**config.mk**
```make
export PLATFORM = sky130hd
export DESIGN_NAME = memory_access
export DESIGN_NICKNAME = d
export VERILOG_FILES = /design/src/rtl/memory_access_pkg.sv /design/src/rtl/memory_access_align.sv /design/src/rtl/memory_access.sv
export SDC_FILE = /design/constraint.sdc
export NUM_CORES = 1
export LEC_CHECK = 0
export BUFFER_PORTS_ARGS = -buffer_cell sky130_fd_sc_hd__buf_2
export CORE_UTILIZATION = 53
export DETAILED_ROUTE_END_ITERATION = 12
export PLACE_DENSITY = 0.84
export SETUP_SLACK_MARGIN = 0.3
export SLEW_MARGIN = 10
export SYNTH_ARGS = -nofsm -noshare
export SYNTH_HDL_FRONTEND = slang
export SYNTH_SLANG_ARGS = --single-unit
```
**constraint.sdc**
```tcl
create_clock -name clk -period 4.05 [get_ports clk]
set_input_delay 1.0125 -clock clk [delete_from_list [all_inputs] [get_ports clk]]
set_output_delay 1.0125 -clock clk [all_outputs]
set_load 0.005 [all_outputs]
```
**src/rtl/memory_access_pkg.sv**
```systemverilog
// memory_access_pkg: shared constants for the memory/write-back stage.
//   - result-source and funct3 encodings as decoded by the stage
//   - access-size codes (funct3[1:0]) and the misalignment rule
//   - FSM state encoding for the data-memory handshake
package memory_access_pkg;

  localparam logic [1:0] RES_SRC_ALU  = 2'b00;
  localparam logic [1:0] RES_SRC_LOAD = 2'b01;
  localparam logic [1:0] RES_SRC_PC4  = 2'b10;

  localparam logic [2:0] FUNCT3_B  = 3'b000;
  localparam logic [2:0] FUNCT3_H  = 3'b001;
  localparam logic [2:0] FUNCT3_W  = 3'b010;
  localparam logic [2:0] FUNCT3_BU = 3'b100;
  localparam logic [2:0] FUNCT3_HU = 3'b101;

  localparam logic [1:0] SIZE_B = 2'b00;
  localparam logic [1:0] SIZE_H = 2'b01;
  localparam logic [1:0] SIZE_W = 2'b10;

  typedef enum logic {
    IDLE = 1'b0,
    WAIT = 1'b1
  } mem_state_t;

  // Halfwords must sit on even addresses, words on multiples of 4.
  function automatic logic is_misaligned(input logic [1:0] size, input logic [1:0] off);
    return ((size == SIZE_H) && off[0]) || ((size == SIZE_W) && (off != 2'b00));
  endfunction

endpackage

```
**src/rtl/memory_access_align.sv**
```systemverilog
// load_store_align: combinational sub-word handling for the M stage.
//   funct3, addr_lo     : access size/signedness and byte offset
//   store_data          : store operand -> be (byte enables), wdata (lane-replicated)
//   load_raw            : memory word   -> load_data (selected and extended)
//   misaligned          : access violates natural alignment
module load_store_align
  import memory_access_pkg::*;
#(
  parameter int DATA_WIDTH = 32
) (
  input  logic [2:0]              funct3,
  input  logic [1:0]              addr_lo,
  input  logic [DATA_WIDTH-1:0]   store_data,
  input  logic [DATA_WIDTH-1:0]   load_raw,
  output logic [DATA_WIDTH/8-1:0] be,
  output logic [DATA_WIDTH-1:0]   wdata,
  output logic [DATA_WIDTH-1:0]   load_data,
  output logic                    misaligned
);

  localparam int NUM_LANES = DATA_WIDTH / 8;

  logic [1:0]                 size;
  logic [NUM_LANES-1:0][7:0]  sd_lane;
  logic [NUM_LANES-1:0][7:0]  wd_lane;
  logic [7:0]                 ld_byte;
  logic [15:0]                ld_half;

  assign size    = funct3[1:0];
  assign sd_lane = store_data;

  // Each byte lane picks its source byte: byte stores replicate lane 0 everywhere,
  // halfword stores replicate the low halfword into both halves. Size 11 acts as a word.
  for (genvar i = 0; i < NUM_LANES; i++) begin : g_lane
    assign be[i] = (size == SIZE_B) ? (addr_lo == 2'(i)) :
                   (size == SIZE_H) ? (addr_lo[1] == 1'(i / 2)) : 1'b1;
    assign wd_lane[i] = (size == SIZE_B) ? sd_lane[0] :
                        (size == SIZE_H) ? sd_lane[i % 2] : sd_lane[i];
  end

  assign wdata   = wd_lane;
  assign ld_byte = load_raw[{addr_lo, 3'b000} +: 8];
  assign ld_half = load_raw[{addr_lo[1], 4'b0000} +: 16];

  always_comb begin
    load_data = load_raw;
    case (funct3)
      FUNCT3_B:  load_data = {{(DATA_WIDTH-8){ld_byte[7]}}, ld_byte};
      FUNCT3_H:  load_data = {{(DATA_WIDTH-16){ld_half[15]}}, ld_half};
      FUNCT3_BU: load_data = {{(DATA_WIDTH-8){1'b0}}, ld_byte};
      FUNCT3_HU: load_data = {{(DATA_WIDTH-16){1'b0}}, ld_half};
      FUNCT3_W:  load_data = load_raw;
      default:   load_data = load_raw;
    endcase
  end

  assign misaligned = is_misaligned(size, addr_lo);

endmodule

```
**src/rtl/memory_access.sv**
```systemverilog
// memory_access: M/W stage of the 3-stage core.
//   *_e inputs      : execute-stage outputs, captured into M when stall_m=0
//   dmem_*          : req/ack data-memory port (ack may come in the request cycle)
//   stall_m         : access outstanding; upstream and the E->M register hold
//   *_m outputs     : M-stage values for forwarding / hazard detection
//   *_w outputs     : registered write-back slot; misaligned_w / bus_err_w pulse with it
module memory_access
  import memory_access_pkg::*;
#(
  parameter int DATA_WIDTH    = 32,
  parameter int ADDRESS_WIDTH = 32,
  parameter int MEM_TIMEOUT   = 16
) (
  input  logic                     clk,
  input  logic                     rst_n,
  input  logic                     reg_write_e,
  input  logic [1:0]               res_src_e,
  input  logic                     mem_write_e,
  input  logic [2:0]               funct3_e,
  input  logic [DATA_WIDTH-1:0]    alu_result_e,
  input  logic [DATA_WIDTH-1:0]    write_data_e,
  input  logic [4:0]               rd_e,
  input  logic [ADDRESS_WIDTH-1:0] pc_plus4_e,
  output logic                     dmem_req,
  output logic                     dmem_we,
  output logic [ADDRESS_WIDTH-1:0] dmem_addr,
  output logic [3:0]               dmem_be,
  output logic [DATA_WIDTH-1:0]    dmem_wdata,
  input  logic [DATA_WIDTH-1:0]    dmem_rdata,
  input  logic                     dmem_ack,
  output logic                     stall_m,
  output logic [DATA_WIDTH-1:0]    alu_result_m,
  output logic [4:0]               rd_m,
  output logic                     reg_write_m,
  output logic [DATA_WIDTH-1:0]    result_w,
  output logic [4:0]               rd_w,
  output logic                     reg_write_w,
  output logic                     misaligned_w,
  output logic                     bus_err_w
);

  localparam int CNT_W = (MEM_TIMEOUT > 1) ? $clog2(MEM_TIMEOUT) : 1;
  localparam logic [CNT_W-1:0] CNT_LAST = CNT_W'((MEM_TIMEOUT > 0) ? MEM_TIMEOUT - 1 : 0);

  typedef struct packed {
    logic                     reg_write;
    logic [1:0]               res_src;
    logic                     mem_write;
    logic [2:0]               funct3;
    logic [DATA_WIDTH-1:0]    alu_result;
    logic [DATA_WIDTH-1:0]    write_data;
    logic [4:0]               rd;
    logic [ADDRESS_WIDTH-1:0] pc_plus4;
  } em_t;

  typedef struct packed {
    logic                  reg_write;
    logic [4:0]            rd;
    logic [DATA_WIDTH-1:0] result;
    logic                  misaligned;
    logic                  bus_err;
  } mw_t;

  em_t                   m_q, e_in;
  mw_t                   w_q, w_d;
  mem_state_t            state_q, state_d;
  logic [CNT_W-1:0]      cnt_q, cnt_d;
  logic                  is_load, is_store, mem_op, mis_raw, mis_op, mem_req;
  logic                  timeout_hit, abort;
  logic [3:0]            lane_be;
  logic [DATA_WIDTH-1:0] lane_wdata, load_data, result_m;

  assign e_in = '{reg_write:  reg_write_e,  res_src:    res_src_e,
                  mem_write:  mem_write_e,  funct3:     funct3_e,
                  alu_result: alu_result_e, write_data: write_data_e,
                  rd:         rd_e,         pc_plus4:   pc_plus4_e};

  always_ff @(posedge clk) begin
    if (!rst_n)        m_q <= '0;
    else if (!stall_m) m_q <= e_in;
  end

  load_store_align #(.DATA_WIDTH(DATA_WIDTH)) u_align (
    .funct3     (m_q.funct3),
    .addr_lo    (m_q.alu_result[1:0]),
    .store_data (m_q.write_data),
    .load_raw   (dmem_rdata),
    .be         (lane_be),
    .wdata      (lane_wdata),
    .load_data  (load_data),
    .misaligned (mis_raw)
  );

  assign is_load  = (m_q.res_src == RES_SRC_LOAD);
  assign is_store = m_q.mem_write;
  assign mem_op   = is_load | is_store;
  assign mis_op   = mem_op & mis_raw;
  assign mem_req  = mem_op & ~mis_raw;

  // M is frozen while waiting, so the request and its address/data stay stable.
  assign dmem_req   = mem_req;
  assign dmem_we    = mem_req & is_store;
  assign dmem_addr  = ADDRESS_WIDTH'({m_q.alu_result[DATA_WIDTH-1:2], 2'b00});
  assign dmem_be    = (mem_req & is_store) ? lane_be : 4'b0000;
  assign dmem_wdata = (mem_req & is_store) ? lane_wdata : '0;

  always_ff @(posedge clk) begin
    if (!rst_n) begin
      state_q <= IDLE;
      cnt_q   <= '0;
    end else begin
      state_q <= state_d;
      cnt_q   <= cnt_d;
    end
  end

  // The cycle that completes an access (ack or abort) is never a stall cycle,
  // so the op retires into W on that same edge. Ack beats the abort.
  always_comb begin
    state_d     = state_q;
    cnt_d       = cnt_q;
    stall_m     = 1'b0;
    abort       = 1'b0;
    timeout_hit = (MEM_TIMEOUT != 0) && (cnt_q == CNT_LAST);
    case (state_q)
      IDLE: begin
        if (mem_req && !dmem_ack) begin
          stall_m = 1'b1;
          state_d = WAIT;
          cnt_d   = '0;
        end
      end
      WAIT: begin
        if (dmem_ack) begin
          state_d = IDLE;
          cnt_d   = '0;
        end else if (timeout_hit) begin
          abort   = 1'b1;
          state_d = IDLE;
          cnt_d   = '0;
        end else begin
          stall_m = 1'b1;
          cnt_d   = cnt_q + CNT_W'(1);
        end
      end
      default: begin
        state_d = IDLE;
        cnt_d   = '0;
      end
    endcase
  end

  always_comb begin
    result_m = m_q.alu_result;
    case (m_q.res_src)
      RES_SRC_LOAD: result_m = load_data;
      RES_SRC_PC4:  result_m = DATA_WIDTH'(m_q.pc_plus4);
      default:      result_m = m_q.alu_result;
    endcase
  end

  // A stalled cycle hands W a bubble; failed accesses retire without a register write.
  always_comb begin
    w_d = '0;
    if (!stall_m) begin
      w_d.reg_write  = m_q.reg_write & ~mis_op & ~abort;
      w_d.rd         = m_q.rd;
      w_d.result     = result_m;
      w_d.misaligned = mis_op;
      w_d.bus_err    = abort;
    end
  end

  always_ff @(posedge clk) begin
    if (!rst_n) w_q <= '0;
    else        w_q <= w_d;
  end

  assign alu_result_m = m_q.alu_result;
  assign rd_m         = m_q.rd;
  assign reg_write_m  = m_q.reg_write;
  assign result_w     = w_q.result;
  assign rd_w         = w_q.rd;
  assign reg_write_w  = w_q.reg_write;
  assign misaligned_w = w_q.misaligned;
  assign bus_err_w    = w_q.bus_err;

endmodule

```
==> flow_metrics.tcl <==
set metrics [dict create \
    status "completed" \
    vias 7188 \
    timing.rr.start "m_q[106]" \
    synth_area_sq_mm 0.00744 \
    final_cell_mix "buf_2, nand2_1, dfxtp_1" \
    track_usage_pct 30.4 \
    grt_pass1_vias 6516 \
    detailedRoute.firstPassIterationCount 7 \
    fin_skew_ns 0.00603 \
    port-buffer-count 289 \
    regArea_sq_mm 0.00306 \
    drv_slew 0 \
    arrival_ns 2.33 \
    synth-seq-cells 153 \
    cap_viol_max_count 0 \
    overflow 0 \
    pin_count 292 \
    worst_slew_pin_slew_ns 1.23 \
    cts_buffers 17 \
    p_sw_share_pct 28.5 \
    gp_congestion 0.883 \
    slew_headroom_pct 17.8 \
    ys_async_sr_fraction_pct 0 \
    final_hold_viol_count 0 \
    layout_setup_ws_ns 0.707 \
    start_util_pct 55.3 \
    core_sq_mm 0.0135 \
    syn_to_final_growth_pct 20.4 \
    cts-htree-levels 4 \
    layout_commonest_cell "buf_2" \
    worstHoldPathCells 2 \
    fillers 1173 \
    post-cts-setup-buffer-count 0 \
    hold_buffers 0 \
    comb_power_share_pct 19.8 \
    startpoint_type "register" \
    root_buffer "clkbuf_16" \
    cp_max_fo 27 \
    drive_above_1_share_pct 30.3 \
    drt-total-wl_mm 22.5 \
    dr.first_iter.drc_count 531 \
    worst_r2r_path_depth 8 \
    finalCritPeriodShare_pct 82.6 \
    fin_nets 1260 \
    die_w_microns 121 \
    setup_tns_ns 0 \
    synth-main-ff-cell "dfxtp_1" \
    dpl_worst_slack_ns 0.932 \
    dpl.hpwl_mm 15.5 \
    cts.repair.resized 0 \
    clkPwrFrac_pct 37.7 \
    synth_warnings 0 \
    post-route-drc-count 0 \
    avgSynthCellArea_sq_um 7.99 \
    reg2reg_to "result_w[7]" \
    clk_latency_ns 0.42 \
    internal_power_w 0.00295 \
    hold_ws_ns 0.452 \
    worstSetupPathType "reg2out" \
    multiInputGateArea_sq_mm 0.00349 \
    worstPathRequired_ns 3.04 \
    cts.clk_slew.worst_paths_ns 0.06 \
    seqPwrFrac_pct 42.6 \
    hold_class "reg2reg" \
    powerDensity_mw_per_mm2 460 \
    setup_viol 0 \
    die_area_sq_mm 0.0145 \
    hold_start "m_q[5]" \
    clock-sinks 153 \
    rsz0062_at_grt "no" \
    row_count 42 \
    drtAntennaViolNets 0 \
    r2r_slack_ns 1.03 \
    viasPerCell 5.53 \
    p_sw_w 0.00118 \
    whs_endpoint "m_q[5]" \
    ys_seq_area_share_pct 41.1 \
    cts.path.max_buffers 2 \
    fmax_ghz 0.299 \
    antenna_found_initial 1 \
    cts_tree "done" \
    routedWlPerCell_microns 17.3 \
    fin_crit_ns 3.34 \
    grt_pass1_wl_mm 34.1 \
    ir_drop_mv 0.276 \
    grt_max_degree 110 \
    leakage_nw 4.32 \
    ys_types 45 \
    postSynthCellCount 932 \
    die_h_microns 121 \
    synth-edff-count 0 \
    end_kind "primary output" \
]
## metrics by stage
| stage | cell area [sq um] | power [W] | instances | util, % |
|---|---|---|---|---|
| 6_report | 8960 | 0.00412 | 1300 | 66.6 |
| 5_1_grt | 8960 | 0.00430 | 1299 | 66.6 |
| 4_1_cts | 8950 | 0.00413 | 1299 | 66.6 |
| 3_5_place_dp | 8380 | 0.00259 | 1271 | 62.3 |
| 3_3_place_gp | 8380 | 0.00258 | 1271 | 62.3 |
| 2_1_floorplan | 7450 | 0.00233 | 933 | - |
## synthesized netlist by cell type, types with 2 or more instances
library cell,number,area [sq um]
a221oi_1,34,298
nor2b_1,28,175
and2_1,3,18.8
a21boi_0,3,22.5
and3b_1,2,17.5
clkbuf_1,38,143
ha_1,3,37.5
o21bai_1,5,37.5
and3_1,13,81.3
o21ai_0,15,75.1
a222oi_1,6,60.1
nor3_1,29,145
a21oi_1,24,120
nor2_1,45,169
mux2i_1,22,220
buf_1,3,11.3
inv_1,15,56.3
a31oi_1,7,43.8
buf_4,75,563
nand2b_1,3,18.8
dfxtp_1,153,3060
a21boi_1,106,796
nand2_1,255,957
buf_2,24,120
## how the worst max path moves through the flow
stage                   from             end  slack (ns)  depth (start not counted)
finish              m_q[101]   dmem_wdata[9]        0.71                          5
global route        m_q[101]   dmem_wdata[8]        0.56                          5
CTS                 m_q[101]  dmem_wdata[11]        0.47                          5
detailed placement  m_q[101]  dmem_wdata[11]        0.93                          5
global placement    dmem_ack     result_w[7]        0.96                          6
floorplan           dmem_ack         stall_m        1.40                          4
## per-layer routing
| metal | wire [microns] | global-route usage [%] | part of all wire (%) |
|---|---|---|---|
| met4 | 399 | 8.64 | 1.8 |
| met1 | 8810 | 36.9 | 39 |
| met5 | 0 | 0 | 0 |
| met2 | 11000 | 51.8 | 49 |
| met3 | 2260 | 9.29 | 10 |
## cell type report
class | instances | share of cell area (%)
Clock inverter | 7 | 1.05
Multi-Input combinational cell | 623 | 38.9
Inverter | 17 | 0.726
Sequential cell | 153 | 34.2
Clock buffer | 21 | 5.36
Timing Repair Buffer | 302 | 17.3
Antenna cell | 1 | 0.0279
Tap cell | 176 | 2.46
## worst max-delay path, cell delays in order (launching register included)
cell	delay [ns]
dfxtp_1	0.65
and3b_1	0.30
a21oi_1	0.22
nand2_2	0.35
a21oi_1	0.25
buf_2	0.14
## cell families after synthesis
| group | count (synthesis) | share of synthesized area (%) |
|---|---|---|
| AOI/OAI and AO/OA | 209 | 20.8 |
| muxes | 23 | 3.11 |
| other | 1 | 0.0504 |
| DFF | 153 | 41.1 |
| and+or+nand+nor | 384 | 22.0 |
| xor gates and xnor gates | 2 | 0.336 |
| adders and majority gates | 3 | 0.504 |
| buffers and inverters | 157 | 12.1 |
## registers in the layout, indices dropped and copies added, names as in the netlist
register      flops
m_q              69
state_q           1
alu_result_m     32
reg_write_w       1
result_w         32
misaligned_w      1
cnt_q             4
rd_w              5
reg_write_m       1
rd_m              5
bus_err_w         1
is_store          1
## power groups by stage
stage	logic, W	clock network [W]	registers, W
floorplan	0.000578	0	0.00175
global placement	0.000798	0	0.00178
detailed placement	0.000809	0	0.00178
CTS	0.000816	0.00156	0.00175
global route	0.000899	0.00163	0.00177
finish	0.000816	0.00155	0.00175
No activity file was read; power rests on OpenSTA's default activity.
